## config.mk

```make
export PLATFORM = sky130hd
export DESIGN_NAME = spi_master
export DESIGN_NICKNAME = d
export VERILOG_FILES = /design/src/rtl/spi_master.sv
export SDC_FILE = /design/constraint.sdc
export NUM_CORES = 1
export LEC_CHECK = 0
export BUFFER_PORTS_ARGS = -buffer_cell sky130_fd_sc_hd__buf_4
export CORE_UTILIZATION = 31
export DETAILED_ROUTE_END_ITERATION = 10
export RECOVER_POWER = 50
export SYNTH_ARGS = -nofsm -noshare
export SYNTH_HDL_FRONTEND = slang
export SYNTH_SLANG_ARGS = --single-unit
```

## constraint.sdc

```tcl
create_clock -name clk_sb -period 2.4 [get_ports clk_sb]
set_input_delay 0.24 -clock clk_sb [delete_from_list [all_inputs] [get_ports clk_sb]]
set_output_delay 0.24 -clock clk_sb [all_outputs]
set_load 0.01 [all_outputs]
```

## src/rtl/spi_master.sv

```systemverilog
// SPI mode-0 bus master (CPOL=0, CPHA=0), 8-bit frames, sclk divided from clk_sb.
// Define SPI_MASTER_LSB_FIRST_EN for LSB-first shifting in both directions.
module spi_master #(
  parameter int CLK_DIV  = 4,
  parameter int CS_SETUP = 2,
  parameter int CS_HOLD  = 2,
  parameter int CS_IDLE  = 2
) (
  input  logic       clk_sb,
  input  logic       reset_n,
  input  logic       tx_valid_i,
  input  logic [7:0] tx_data_i,
  input  logic       tx_last_i,
  output logic       tx_ready_o,
  output logic       rx_valid_o,
  output logic [7:0] rx_data_o,
  output logic       busy_o,
  output logic       sclk_o,
  output logic       cs_n_o,
  output logic       mosi_o,
  input  logic       miso_i
);

  typedef enum logic [2:0] {
    S_IDLE,
    S_SETUP,
    S_HIGH,
    S_LOW,
    S_NEXT,
    S_HOLD,
    S_GAP
  } state_t;

  localparam logic [7:0] DIV_LAST   = 8'(CLK_DIV - 1);
  localparam logic [7:0] SETUP_LAST = 8'(CS_SETUP - 1);
  localparam logic [7:0] HOLD_LAST  = 8'(CS_HOLD - 1);
  localparam logic [7:0] IDLE_LAST  = 8'(CS_IDLE - 1);

`ifdef SPI_MASTER_LSB_FIRST_EN
  function automatic logic first_bit(input logic [7:0] b);
    return b[0];
  endfunction

  function automatic logic [7:0] shift_tx(input logic [7:0] b);
    return {1'b0, b[7:1]};
  endfunction

  function automatic logic [7:0] shift_rx(input logic [7:0] r, input logic bit_in);
    return {bit_in, r[7:1]};
  endfunction
`else
  function automatic logic first_bit(input logic [7:0] b);
    return b[7];
  endfunction

  function automatic logic [7:0] shift_tx(input logic [7:0] b);
    return {b[6:0], 1'b0};
  endfunction

  function automatic logic [7:0] shift_rx(input logic [7:0] r, input logic bit_in);
    return {r[6:0], bit_in};
  endfunction
`endif

  state_t     state_q, state_d;
  logic [7:0] phase_q, phase_d;
  logic [3:0] bit_q, bit_d;
  logic       sclk_q, sclk_d;
  logic       cs_n_q, cs_n_d;
  logic       mosi_q, mosi_d;
  logic       last_q, last_d;
  logic       rx_valid_q, rx_valid_d;
  logic [7:0] rx_data_q, rx_data_d;
  logic [7:0] tx_sr_q, tx_sr_d;
  logic [7:0] rx_sr_q, rx_sr_d;
  logic       accept;

  assign tx_ready_o = (state_q == S_IDLE) || (state_q == S_NEXT);
  assign busy_o     = (state_q != S_IDLE);
  assign accept     = tx_valid_i && tx_ready_o;

  always_comb begin
    state_d    = state_q;
    phase_d    = phase_q + 8'd1;
    bit_d      = bit_q;
    sclk_d     = sclk_q;
    cs_n_d     = cs_n_q;
    mosi_d     = mosi_q;
    last_d     = last_q;
    rx_valid_d = 1'b0;
    rx_data_d  = rx_data_q;
    tx_sr_d    = tx_sr_q;
    rx_sr_d    = rx_sr_q;

    case (state_q)
      S_IDLE: begin
        phase_d = phase_q;
        if (accept) begin
          state_d = S_SETUP;
          cs_n_d  = 1'b0;
          mosi_d  = first_bit(tx_data_i);
          tx_sr_d = tx_data_i;
          last_d  = tx_last_i;
        end
      end
      S_SETUP: begin
        if (phase_q == SETUP_LAST) begin
          state_d = S_HIGH;
          sclk_d  = 1'b1;
        end
      end
      S_HIGH: begin
        // miso is taken on the final high cycle, right before sclk falls.
        if (phase_q == DIV_LAST) begin
          sclk_d  = 1'b0;
          rx_sr_d = shift_rx(rx_sr_q, miso_i);
          bit_d   = bit_q + 4'd1;
          if (bit_q == 4'd7) begin
            rx_valid_d = 1'b1;
            rx_data_d  = shift_rx(rx_sr_q, miso_i);
            state_d    = last_q ? S_HOLD : S_NEXT;
          end else begin
            state_d = S_LOW;
            tx_sr_d = shift_tx(tx_sr_q);
            mosi_d  = first_bit(shift_tx(tx_sr_q));
          end
        end
      end
      S_LOW: begin
        if (phase_q == DIV_LAST) begin
          state_d = S_HIGH;
          sclk_d  = 1'b1;
        end
      end
      S_NEXT: begin
        phase_d = phase_q;
        if (accept) begin
          state_d = S_LOW;
          mosi_d  = first_bit(tx_data_i);
          tx_sr_d = tx_data_i;
          last_d  = tx_last_i;
        end
      end
      S_HOLD: begin
        if (phase_q == HOLD_LAST) begin
          state_d = S_GAP;
          cs_n_d  = 1'b1;
        end
      end
      S_GAP: begin
        if (phase_q == IDLE_LAST) begin
          state_d = S_IDLE;
        end
      end
      default: begin
        state_d = S_IDLE;
        sclk_d  = 1'b0;
        cs_n_d  = 1'b1;
      end
    endcase

    // Phase restarts on every state change; bit count spans only the HIGH/LOW loop.
    if (state_d != state_q) begin
      phase_d = 8'd0;
      if ((state_d != S_HIGH) && (state_d != S_LOW)) begin
        bit_d = 4'd0;
      end
    end
  end

  always_ff @(posedge clk_sb or negedge reset_n) begin
    if (!reset_n) begin
      state_q    <= S_IDLE;
      phase_q    <= 8'd0;
      bit_q      <= 4'd0;
      sclk_q     <= 1'b0;
      cs_n_q     <= 1'b1;
      mosi_q     <= 1'b0;
      last_q     <= 1'b0;
      rx_valid_q <= 1'b0;
      rx_data_q  <= 8'h00;
    end else begin
      state_q    <= state_d;
      phase_q    <= phase_d;
      bit_q      <= bit_d;
      sclk_q     <= sclk_d;
      cs_n_q     <= cs_n_d;
      mosi_q     <= mosi_d;
      last_q     <= last_d;
      rx_valid_q <= rx_valid_d;
      rx_data_q  <= rx_data_d;
    end
  end

  // Shift registers are fully reloaded/refilled every byte, so they carry no reset.
  always_ff @(posedge clk_sb) begin
    tx_sr_q <= tx_sr_d;
    rx_sr_q <= rx_sr_d;
  end

  assign sclk_o     = sclk_q;
  assign cs_n_o     = cs_n_q;
  assign mosi_o     = mosi_q;
  assign rx_valid_o = rx_valid_q;
  assign rx_data_o  = rx_data_q;

endmodule

```

; ---- Yosys cells after proc, flatten, opt, wreduce, memory -nomap -nowiden
; Index checks and enable logic that the tools add are counted.
[op_classes]
add_sub_neg = 2
n_eq_ne = 20
n_mux = 33
bitwise_logic = 2
n_reduce_logical = 15
[ops]
columns = operator, n
row1 = 3-bit two-way mux, 8
row2 = 7-bit two-way mux, 3
row3 = 3-bit case mux with 7 select lines, 1
row4 = 4-bit two-way mux, 4
row5 = 8-bit two-way mux, 2
row6 = 7-bit case mux with 2 select lines, 1
row7 = 2-bit != test (second input constant), 6
row8 = 1-bit two-way mux, 11
row9 = 3-bit equality test (second input constant), 3
row10 = 8-bit by 1-bit adder with 8-bit output (second input constant), 1
row11 = 8-bit by 1-bit equality test with 1-bit output (second input constant), 1
row12 = 8-bit by 2-bit equality test with 1-bit output (second input constant), 1
row13 = 4-bit AND reduction, 2
row14 = 3-bit by 2-bit equality test with 1-bit output (second input constant), 2
row15 = 3-bit by 2-bit != test with 1-bit output (second input constant), 2
row16 = 3-bit AND reduction, 2
row17 = 5-bit OR reduction, 1
row18 = 4-bit by 1-bit adder with 4-bit output (second input constant), 1
row19 = 4-bit by 3-bit equality test with 1-bit output (second input constant), 1
row20 = 2-bit by 1-bit != test with 1-bit output (second input constant), 2
row21 = 1-bit case mux with 4 select lines, 1
row22 = 2-bit AND reduction, 2
row23 = 4-bit OR reduction, 1
row24 = 3-bit by 1-bit equality test with 1-bit output (second input constant), 1
row25 = 10 further kinds, 12
[totals]
register_bits = 42
out_inout_bits = 14

; ---- Logic depth before layout (Yosys ltp)
[depth]
depth_word = 9
depth_mapped = 8

; ---- Least setup slack after synthesis
; Ideal clock, no wire load.
[synth_path]
kind = flip-flop to flip-flop
startpoint = register phase_q[0]
endpoint = register mosi_q, in the netlist mosi_o
arrival_time_ps = 1955
required_ps = 2275
setup_slack_ps = 320
stages_incl_launch_ff = 8
path_buffers = 1
period_less_slack_ps = 2080
cell_sequence = dfrtp_1 -> ha_1 -> nor4bb_1 -> and3_2 -> clkbuf_8 -> nand2_1 -> nand2_1 -> mux2_2
[synth_between]
elab_chain_cells = 3
[synth_rtl]
columns = item, line
row1 = "start, declared", 66  ; logic [7:0] phase_q, phase_d;
row2 = "start signal, assigned", 184  ; phase_q <= phase_d;
row3 = 8-bit by 2-bit equality test with 1-bit output, 114  ; if (phase_q == DIV_LAST) begin
row4 = 2-bit != test (no line), n/a
row5 = 4-bit AND reduction (no line), n/a
row6 = "end signal, assigned", 188  ; mosi_q <= mosi_d;
row7 = "end, declared", 70  ; logic mosi_q, mosi_d;
; No other way between the ends.
; A chain may end at the register's enable or synchronous reset.

; ---- Worst setup path after layout
[layout_path]
startpoint = register phase_q[6]
endpoint = register state_q[1]
[layout_between]
elab_chain_cells = 3
word_cells_on_any_way = 8
[layout_rtl]
columns = item, line
row1 = 8-bit by 1-bit equality test with 1-bit output or 8-bit by 2-bit equality test with 1-bit output (tied branches), n/a
row2 = 3-bit two-way mux (on tied branches), n/a
row3 = 3-bit case mux with 7 select lines *, 95  ; case (state_q)
row4 = via state_d[1], 65  ; state_t state_q, state_d;
row5 = "end signal, assigned", 183  ; state_q <= state_d;
row6 = "end, declared", 65
; The timed path passes the listed nets; every way through them passes the cells marked *.

==> run summary <==
Layout Cells excl Fill - 286
ys flop type - dfrtp_1
number of CTS-inserted buffers - 5
largest family of logic cells by synthesized area - simple AND/OR/NAND/NOR gates
routed wire length - 3.65 mm
CP Capture Point - state_q[1]$_DFF_PN0_
area leader, netlist - dfrtp_1
Final WS setup - 0.243 ns
number of synthesized register bits - 42
compound-gate portion of the synthesized area - 0.0758
Worst Clk Skew - 0.00415 ns
mux contribution to synthesized area - 0.0653
total core area - 6350 sq um
f_max - 464 MHz
most common cell after layout, fill and taps aside - nand2_1
Critical Path Sink Type - flip-flop
EDFF count, synth - 14
# placed instances - 277
Starting Density - 0.320
clk root buf - clkbuf_8
worst ir drop on vdd - 0.348 mV
mapped cell area - 2030 sq um
crit path launch type - flip-flop
Max-cap violations - 1
Tmin final - 2.16 ns
CTS H-tree depth - 2
CP Depth - 5
failing checks - capacitance limit, slew limit
ANT cells - 0
sequential fraction of the synthesis area - 0.553
capturing point of the worst reg2reg path - state_q[1]$_DFF_PN0_
Worst-Margin Slew - 1.56 ns
Slew Limit Fails - 29
crit-path cells - nor4_1, nand3_1, or4_1, nand3_1, o21ai_1
post-CTS sizing - 0
outcome - finished, violations left
ys async rst share - 0.667
Routability Congestion - 0.768
worst reg2reg path depth - 5
Critical Path AT - 2.33 ns
XOR/XNOR Fraction of Synth Area - 0.0431
CP max FO - 5
antenna-violating nets left - 0
number of post-CTS setup repair buffers - 0
most frequent CP cell - nand3_1
IO Port Bufs - 26
CP peak stage delay - 0.58 ns
post-synth top area share - 0.333
pre-CTS WS - 0.353 ns
Max transition margin - -0.0405
Die Footprint - 6880 sq um
power per cell area - 904 nW/um^2
Residual DRC - 0
GRT met1 Usage - 0.166
routed len/inst - 12.8 microns
CP Buf/Inv Count - 0
mean post-synth cell area - 11.2 sq um
final net count - 224
layout cells sized above 1 - 0.215
# fillers - 641
critical path class - flip-flop to flip-flop
clk sinks - 42
Setup Viol. Count Final - 0
Yosys warnings - 0
std cell rows - 29
Post-Synth Adder-Cell Area - 0.0185
HPWL after detailed placement - 2.51 mm
Layout Area Growth over Synthesis - 13.1%
die height - 82.9 microns
clock transition at the registers of the reported paths - 0.08 ns
final hold violations - 0
fin area - 2300 sq um
Leak - 0.00101 uW
Die X - 82.9 microns
# IOs - 27
Synth cell types - 46
Final Cycle Share - 0.899
commonest cells after routing, fill and taps aside - nand2_1, dfrtp_1, buf_4, nor2_1, edfxtp_1
Critical Path RT - 2.57 ns
setup total negative slack - 0 ns
Clock Tree Buf Depth - 2
DR iter-0 viols - 85
via count - 1351
worst hold path class - input pin to flip-flop
syn_nets - 197
GR peak layer - met1
post-placement cell area - 2250 sq um
unrepaired setup endpoints after global routing - false
Avg Vias per Cell - 4.72
initial antenna violation count - 0
CTS tree - done
CP max-delay cell - nor4_1
flop-to-flop setup slack - 0.24 ns
largest net degree at the start of global routing - 29
Clock Latency Late Sink - 0.29 ns
first-pass GRT wire length - 6.45 mm
Pre-antenna DRT Iters - 4
Post-Syn Instances - 181
FF-to-FF Start - phase_q[6]$_DFFE_PN0P_
CP Launch Point - phase_q[6]$_DFFE_PN0P_
met3 usage - 0.0348
GRT Residual Overflow - 0
Total GRT Usage - 0.117
delay-heaviest family, CP - simple AND/OR/NAND/NOR gates
vias in the first global route - 1327
M2 GR Usage - 0.165
simple-gate share of the synthesized area - 0.186
top post-synthesis cells by area - dfrtp_1, edfxtp_1, nand2_1
==> layout make-up <==
| class | count | area (sq um) | area share |
|---|---|---|---|
| Inverter | 5 | 18.8 | 0.00817 |
| Multi-Input combinational cell | 123 | 783 | 0.341 |
| Timing Repair Buffer | 31 | 190 | 0.0828 |
| Tap cell | 77 | 96.3 | 0.0420 |
| Clock buffer | 5 | 68.8 | 0.0300 |
| Sequential cell | 42 | 1120 | 0.489 |
| Clock inverter | 3 | 16.3 | 0.00708 |
==> report_power, final <==
| part | switching (uW) | leakage (uW) | internal (uW) | total, uW |
|---|---|---|---|---|
| Clock | 247 | 0.0000416 | 199 | 446 |
| Combinational | 354 | 0.000479 | 276 | 631 |
| Sequential | 113 | 0.000494 | 886 | 999 |
==> cell usage after synthesis (all sizes together) (2+ instances only) <==
| library cell | instances |
|---|---|
| nand2 | 35 |
| dfrtp | 27 |
| nor2 | 15 |
| edfxtp | 14 |
| clkbuf | 10 |
| mux2 | 10 |
| a21oi | 9 |
| xor2 | 6 |
| inv | 5 |
| nand4 | 5 |
| xnor2 | 4 |
| and2 | 3 |
| and3 | 3 |
| ha | 3 |
| nand3 | 3 |
| mux2i | 2 |
| nand2b | 2 |
| nand3b | 2 |
| o21ai | 2 |
==> what timing repair did <==
action / CTS / global route
hold buffers: 1 / 0
endpoints found under the setup margin: 0 / 0
endpoints found under the hold margin: 27 / 0
==> kinds of logic (layout without fill, tap and decap cells) <==
kind of cell,Yosys count,count (layout)
multiplexers,12,12
XOR/XNOR,10,10
buffers and inverters,16,44
AND/OR/NAND/NOR,76,76
AO/OA/AOI/OAI,22,22
flip-flops,42,42
adder cells (fa/ha/maj),3,3
==> metrics by stage <==
stage / util / hold slack, ns / power (uW)
5_1_grt: 0.362 / 0.135 / 2230
2_1_floorplan: - / -0.0556 / 1530
4_1_cts: 0.370 / 0.118 / 2120
3_3_place_gp: 0.355 / 0.189 / 1650
6_report: 0.362 / 0.148 / 2080
3_5_place_dp: 0.355 / 0.195 / 1660
==> state kept, by name, indices dropped and copies added, names as in the netlist <==
signal	count
rx_sr_q	7
tx_sr_q	7
last_q	1
sclk_o	1
phase_q	8
bit_q	4
rx_data_o	8
mosi_o	1
cs_n_o	1
state_q	3
rx_valid_o	1
==> per-layer routing <==
metal	wire [microns]	vias up	share of wire
li1	-	684	-
met1	1830	624	0.50
met2	1560	38	0.43
met3	194	5	0.053
met4	59	0	0.016
met5	0	-	0
==> worst min-delay path by stage <==
stage | slack [ns] | cells after the start | startpoint | endpoint
after floorplan | -0.06 | 0 | reset_n | bit_q[0]$_DFF_PN0_
after global placement | 0.19 | 1 | reset_n | state_q[1]$_DFF_PN0_
after detailed placement | 0.19 | 1 | reset_n | sclk_o$_DFFE_PN0P_
final | 0.15 | 1 | miso_i | rx_sr_q[0]$_DFFE_PP_
after CTS | 0.12 | 1 | miso_i | rx_sr_q[0]$_DFFE_PP_
after global routing | 0.13 | 1 | miso_i | rx_sr_q[0]$_DFFE_PP_
Power figures use the tool's default switching activity.
